--- src/rtl/lsu_ctrl.sv ---
// lsu_ctrl: load/store unit controller sequencing one memory access per request (IDLE/ISSUE/CAPTURE/RESP).
// Optional misaligned-access trap enabled by defining LSU_MISALIGN_TRAP_EN.
`ifndef RegWidth
`define RegWidth 64
`endif
`ifndef ImmWidth
`define ImmWidth 64
`endif
`ifndef WdtTypeCnt
`define WdtTypeCnt 4
`endif
`ifndef Wdt8
`define Wdt8 4'b0001
`endif
`ifndef Wdt16
`define Wdt16 4'b0010
`endif
`ifndef Wdt32
`define Wdt32 4'b0100
`endif
`ifndef Wdt64
`define Wdt64 4'b1000
`endif

module lsu_ctrl (
    input  logic                   clk,
    input  logic                   rst_n,
    input  logic                   in_valid,
    output logic                   in_ready,
    input  logic [`RegWidth-1:0]   in_addr,
    input  logic [`RegWidth-1:0]   in_wdata,
    input  logic                   in_load,
    input  logic                   in_store,
    input  logic [`WdtTypeCnt-1:0] in_wdt_op,
    input  logic                   in_sext,
    output logic [`RegWidth-1:0]   mem_raddr,
    output logic [`RegWidth-1:0]   mem_waddr,
    output logic [`RegWidth-1:0]   mem_wdata,
    output logic                   mem_ren,
    output logic                   mem_wen,
    output logic [`WdtTypeCnt-1:0] wdt_op,
    input  logic [`ImmWidth-1:0]   mem_rdata,
    output logic                   out_valid,
    input  logic                   out_ready,
    output logic [`ImmWidth-1:0]   out_rdata,
    output logic                   out_fault
);
    typedef enum logic [1:0] {IDLE, ISSUE, CAPTURE, RESP} state_t;
    state_t state, state_nxt;
    logic [`RegWidth-1:0]   req_addr, req_wdata;
    logic [`WdtTypeCnt-1:0] req_wdt;
    logic                   req_sext, req_load, accept, access, trap;
    logic [`ImmWidth-1:0]   ext;

    assign in_ready  = state == IDLE;
    assign accept    = in_valid && in_ready;
    assign access    = in_load || in_store;
    assign mem_raddr = req_addr;
    assign mem_waddr = req_addr;
    assign mem_wdata = req_wdata;
    assign wdt_op    = req_wdt;

`ifdef LSU_MISALIGN_TRAP_EN
    assign trap = access && ((in_wdt_op == `Wdt16 && in_addr[0]) ||
                             (in_wdt_op == `Wdt32 && |in_addr[1:0]) ||
                             (in_wdt_op == `Wdt64 && |in_addr[2:0]));
`else
    assign trap = 1'b0;
`endif

    // Narrow loads keep only their own bytes; sign bit replicated only when requested
    assign ext = (req_wdt == `Wdt8)  ? {{(`ImmWidth-8){req_sext & mem_rdata[7]}}, mem_rdata[7:0]} :
                 (req_wdt == `Wdt16) ? {{(`ImmWidth-16){req_sext & mem_rdata[15]}}, mem_rdata[15:0]} :
                 (req_wdt == `Wdt32) ? {{(`ImmWidth-32){req_sext & mem_rdata[31]}}, mem_rdata[31:0]} :
                 mem_rdata;

    always_comb begin
        state_nxt = state;
        mem_ren   = 1'b0;
        mem_wen   = 1'b0;
        out_valid = 1'b0;
        case (state)
            IDLE:    state_nxt = !accept ? IDLE : (access && !trap) ? ISSUE : RESP;
            ISSUE: begin
                mem_ren   = req_load;
                mem_wen   = !req_load;
                state_nxt = req_load ? CAPTURE : RESP;
            end
            CAPTURE: state_nxt = RESP;
            default: begin
                out_valid = 1'b1;
                state_nxt = out_ready ? IDLE : RESP;
            end
        endcase
    end

    always_ff @(posedge clk or negedge rst_n) begin
        if (!rst_n) begin
            state     <= IDLE;
            req_addr  <= '0;
            req_wdata <= '0;
            req_wdt   <= '0;
            req_sext  <= 1'b0;
            req_load  <= 1'b0;
            out_rdata <= '0;
            out_fault <= 1'b0;
        end else begin
            state <= state_nxt;
            if (accept) begin
                req_addr  <= in_addr;
                req_wdata <= in_wdata;
                req_wdt   <= in_wdt_op;
                req_sext  <= in_sext;
                req_load  <= in_load;
                out_rdata <= '0;
                out_fault <= trap;
            end
            if (state == CAPTURE)
                out_rdata <= ext;
        end
    end
endmodule

--- config.mk ---
export PLATFORM = sky130hd
export DESIGN_NAME = lsu_ctrl
export DESIGN_NICKNAME = d
export VERILOG_FILES = /design/src/rtl/lsu_ctrl.sv
export SDC_FILE = /design/constraint.sdc
export NUM_CORES = 1
export LEC_CHECK = 0
export ABC_AREA = 1
export BUFFER_PORTS_ARGS = -buffer_cell sky130_fd_sc_hd__buf_2
export CAP_MARGIN = 0
export CORE_AREA = 2 2 182 184
export DETAILED_ROUTE_END_ITERATION = 10
export DIE_AREA = 0 0 184 186
export MAX_ROUTING_LAYER = met4
export PLACE_DENSITY_LB_ADDON = 0.1
export RECOVER_POWER = 25
export SLEW_MARGIN = 20
export SYNTH_ARGS = -nofsm -noshare
export SYNTH_HDL_FRONTEND = slang
export SYNTH_SLANG_ARGS = --single-unit
--- constraint.sdc ---
create_clock -name clk -period 1.9 [get_ports clk]
set_clock_uncertainty 0.05 [all_clocks]
set_input_delay 0.57 -clock clk [delete_from_list [all_inputs] [get_ports clk]]
set_output_delay 0.57 -clock clk [all_outputs]
set_load 0.05 [all_outputs]
# Yosys cells after proc, flatten, opt, wreduce, memory -nomap -nowiden
# Cells that the tools add are included.
# word_totals
in_bits,203
register_bits,200
word_cells,34
output_inout_bits,265
# op_classes
bitwise_logic,3
n_eq_ne,5
muxes,13
n_reduce_logical,6
# op_table
op,count
two-way mux 64 bit,5
two-way mux 2 bit,3
one-hot mux 2 bit (3 select lines),1
== test 4 x 1 -> 1 bit (second input constant),1
== test 4 x 2 -> 1 bit (second input constant),1
== test 4 x 3 -> 1 bit (second input constant),1
two-way mux 1 bit,4
AND 1 bit,3
OR reduction 3 bit,1
== test 2 x 1 -> 1 bit (second input constant),1
== test 2 bit (second input constant),1
zero test 2 bit,1
nonzero test 2 bit,1
logical AND 1 bit,1
zero test 1 bit,1
logical OR 1 bit,1

# Logic depth before layout (Yosys ltp)
# depth
ltp_word,5
mapped_depth,12
ltp_nobuf,11

# Worst setup path before layout
# No wires, ideal clock.
# synth_path
path_type,reg2reg
startpoint,register state[0]
endpoint,register req_addr[43] (netlist: mem_raddr[43])
n_path_buf,2
synth_period_minus_slack_ns,1.967
slack_ns,-0.067
arrival_ns,1.851
stages_incl_launch_ff,9
setup_time_ns,0.066
t_required_ns,1.784
cell_sequence,dfrtp_1 inv_1 ha_1 nand2_1 inv_2 buf_2 buf_1 nand2_1 nand2_1
# synth_via
elab_chain_cells,2
# synth_lines
item,line,source
start: declaration,49,"state_t state, state_nxt;"
start signal: assignment,108,state <= state_nxt;
zero test 2 bit,55,assign in_ready = state == IDLE;
via in_ready,29,"output logic in_ready,"
logical AND 1 bit,56,assign accept = in_valid && in_ready;
end signal: assignment,110,req_addr <= in_addr;
end: declaration,50,"logic [`RegWidth-1:0] req_addr, req_wdata;"
# The timed path passes the listed nets, and every way through them passes these cells.
# A chain may end at the register's enable or synchronous reset.

# Worst setup path after layout
# layout_path
startpoint,register state[1]
endpoint,output mem_wen
# layout_via
elab_chain_cells,2
# layout_lines
item,line,source
== test 2 x 1 -> 1 bit,82,case (state)
two-way mux 1 bit,82,
end: declaration,40,"output logic mem_wen,"
# No other way between the ends.

==> run_results.csv <==
group,metric,value,unit
outcome,status,"finished, violations left",
outcome,violations,"negative setup slack",
place,place.gp.congestion,0.8037,
worst_setup_path,r2r_start,"wdt_op[2]$_DFFE_PN0P_",
layout,nets,1762,
synthesis,yosys-top-cells-count,"741 x nand2_1, 200 x dfrtp_1, 65 x buf_4",
timing,min_period,1.968,ns
worst_setup_path,arrival,1.35,ns
global_routing,grt_max_degree,105,
worst_setup_path,r2r_cells,12,
clock_tree,cts_buffers,17,
synthesis,yosys_warnings,0,
synthesis,ys_types,23,
synthesis,synth_area_leaders,"dfrtp_1 55%, nand2_1 30%, buf_4 5.3%",
timing,rsz0062_at_grt,"true",
clock_tree,clk_pin_slew,0.08,ns
place,placed_cells,1941,
worst_setup_path,path_max_fanout,3,
timing,hold_violations,0,
synthesis,post_synth_instance_area,0.009161,mm²
worst_setup_path,worstPathRequired,1.28,ns
die,die_h,186,µm
timing,setup_viol,4,
synthesis,synth_nets,1379,
global_routing,gr-usage-all-layers,0.1883,
worst_setup_path,crit_type,"reg2out",
detailed_routing,vias,8536,
clock_tree,cts.path.max_buffers,2,
min_path,hold_path_class,"in2reg",
layout,fin_cells,1983,
timing,worstMarginPinSlew,1.188,ns
job,maxCapViolCount,0,
detailed_routing,wl_per_cell,15.99,µm
worst_setup_path,rr_endpoint,"out_rdata[58]$_DFFE_PN0P_",
detailed_routing,drtIter0Drc,497,
layout,drive_gt1_frac,0.3444,
global_routing,grt_pass1_wl,47920,µm
timing,slew_violations,0,
detailed_routing,vias_per_cell,4.305,
timing,setup_ws,-0.06817,ns
synthesis,avgSynthCellArea,7.817,µm²
min_path,min_path_cells,3,
layout,area_delta_synth_final,32.60,%
timing,tns,-0.2234,ns
synthesis,ys_seq_area_frac,0.5463,
timing,slew_headroom,0.2079,
place,io_buffer_count,466,
synthesis,syn_inst,1172,
layout,fillers,3479,
die,num_io_pins,468,
die,start_util,0.2845,
clock_tree,clockRootBuffer,"clkbuf_16",
worst_setup_path,worstSetupEndpointType,"output port",
synthesis,yosysMostFrequentCell,"nand2_1",
synthesis,synth_top_cell_area_share,0.5463,
die,fp.dieW,184,µm
place,place.detailed.hpwl,22750,µm
timing,finalCritPeriodShare,1.036,
min_path,hold_end,"mem_wdata[18]$_DFFE_PN0P_",
global_routing,antenna_found_initial,7,
synthesis,synth-seq-cells,200,
die,die-area,0.03422,mm²
die,core-area,0.03221,mm²
synthesis,synthArstFlopShare,1.000,
detailed_routing,totalWireLength,31710,µm
clock_tree,htree_levels,4,
min_path,hold_start,"in_wdata[18]",
detailed_routing,drt.antenna.violating_nets,0,
timing,fmax,508.1,MHz
global_routing,grt_pass1_vias,8261,
synthesis,yosysTopAreaCell,"dfrtp_1",
synthesis,synth_edf_count,0,
detailed_routing,detail_route.first_pass.iterations,4,
global_routing,grt_overflow,0,
clock_tree,tritoncts,"done",
worst_setup_path,r2r_setup_slack,0.27,ns
die,rows,66,
clock_tree,clk_latency,0.44,ns
detailed_routing,route.detailed.drc,0,
synthesis,ys.flop_type,"dfrtp_1",
worst_setup_path,start_kind,"flop",
clock_tree,cts_num_sinks,200,
[stage by stage]
| step | util | worst slack, ns | area, µm² | hold slack (ns) |
|---|---|---|---|---|
| 2_1_floorplan | - | 0.1193 | 9166 | 0.2244 |
| 3_3_place_gp | 0.3586 | 0.1998 | 11550 | 0.4074 |
| 3_5_place_dp | 0.3586 | 0.1954 | 11550 | 0.4109 |
| 4_1_cts | 0.3787 | -0.1109 | 12200 | 0.01670 |
| 5_1_grt | 0.3772 | -0.1462 | 12150 | 0.2461 |
| 6_report | 0.3772 | -0.06817 | 12150 | 0.2657 |
[repair_timing]
action,4_1_cts,5_1_grt
hold buffers,0,0
pin swaps,1,1
setup buffers,3,0
gates resized for setup,16,0
setup endpoints to repair,4,4
[area by class of cell]
cell class              instances  area (µm²)  share of cell area
multi-input cells             819        3321              0.2734
clock buffers                  22       454.2             0.03739
flip-flops and latches        200        5005              0.4120
repair buffers                497        2654              0.2185
diodes                          7       17.52            0.001442
inverters                      20       77.57            0.006386
clock inverters                10       108.9            0.008961
well taps                     408       510.5             0.04202
[cells by family after synthesis]
family / share of synthesized area
fa+ha+maj: 0.005463
compound gates: 0.04015
flops: 0.5463
buf+inv: 0.09642
simple gates: 0.3113
other cells: 0.0004093
[layer usage]
metal / vias up / global-route usage / part of all wire
li1: 4255 / - / -
met1: 3995 / 0.2440 / 0.44
met2: 269 / 0.2952 / 0.48
met3: 17 / 0.05048 / 0.071
met4: 0 / 0.04320 / 0.0093
met5: - / - / 0
[cells in the final DEF (no fill, tap or decap), drive strengths merged, types with 4 or more instances in the layout]
cell / n
nand2: 741
buf: 486
dfrtp: 200
clkbuf: 33
o21ai: 27
inv: 26
a21oi: 17
a22o: 16
nor2: 8
diode: 7
ha: 4
[worst max path at each step]
| stage | startpoint | to | slack (ns) | depth (start not counted) |
|---|---|---|---|---|
| final | state[1]$_DFF_PN0_ | mem_wen | -0.07 | 5 |
| after global routing | state[1]$_DFF_PN0_ | mem_wen | -0.15 | 5 |
| after CTS | state[1]$_DFF_PN0_ | mem_wen | -0.11 | 5 |
| after detailed placement | state[1]$_DFF_PN0_ | mem_wen | 0.20 | 5 |
| after global placement | state[1]$_DFF_PN0_ | mem_wen | 0.20 | 5 |
| after floorplan | state[0]$_DFF_PN0_ | mem_raddr[43]$_DFFE_PN0P_ | 0.12 | 8 |
[state kept, by name (all words and copies together), names as in the netlist]
register and flops:
req_load 1, wdt_op 4, req_sext 1, mem_raddr 64, mem_wdata 64, out_rdata 64
state 2
[worst max-delay path, stage by stage (launching register included)]
cell and delay [ns]:
dfrtp_1 0.40, inv_2 0.08, ha_4 0.13, inv_2 0.04, nor2_4 0.10, buf_8 0.16
Power is left out: the tool's default activity adds up to more than one toggle a clock period on the data nets, which glitch-free logic cannot reach.
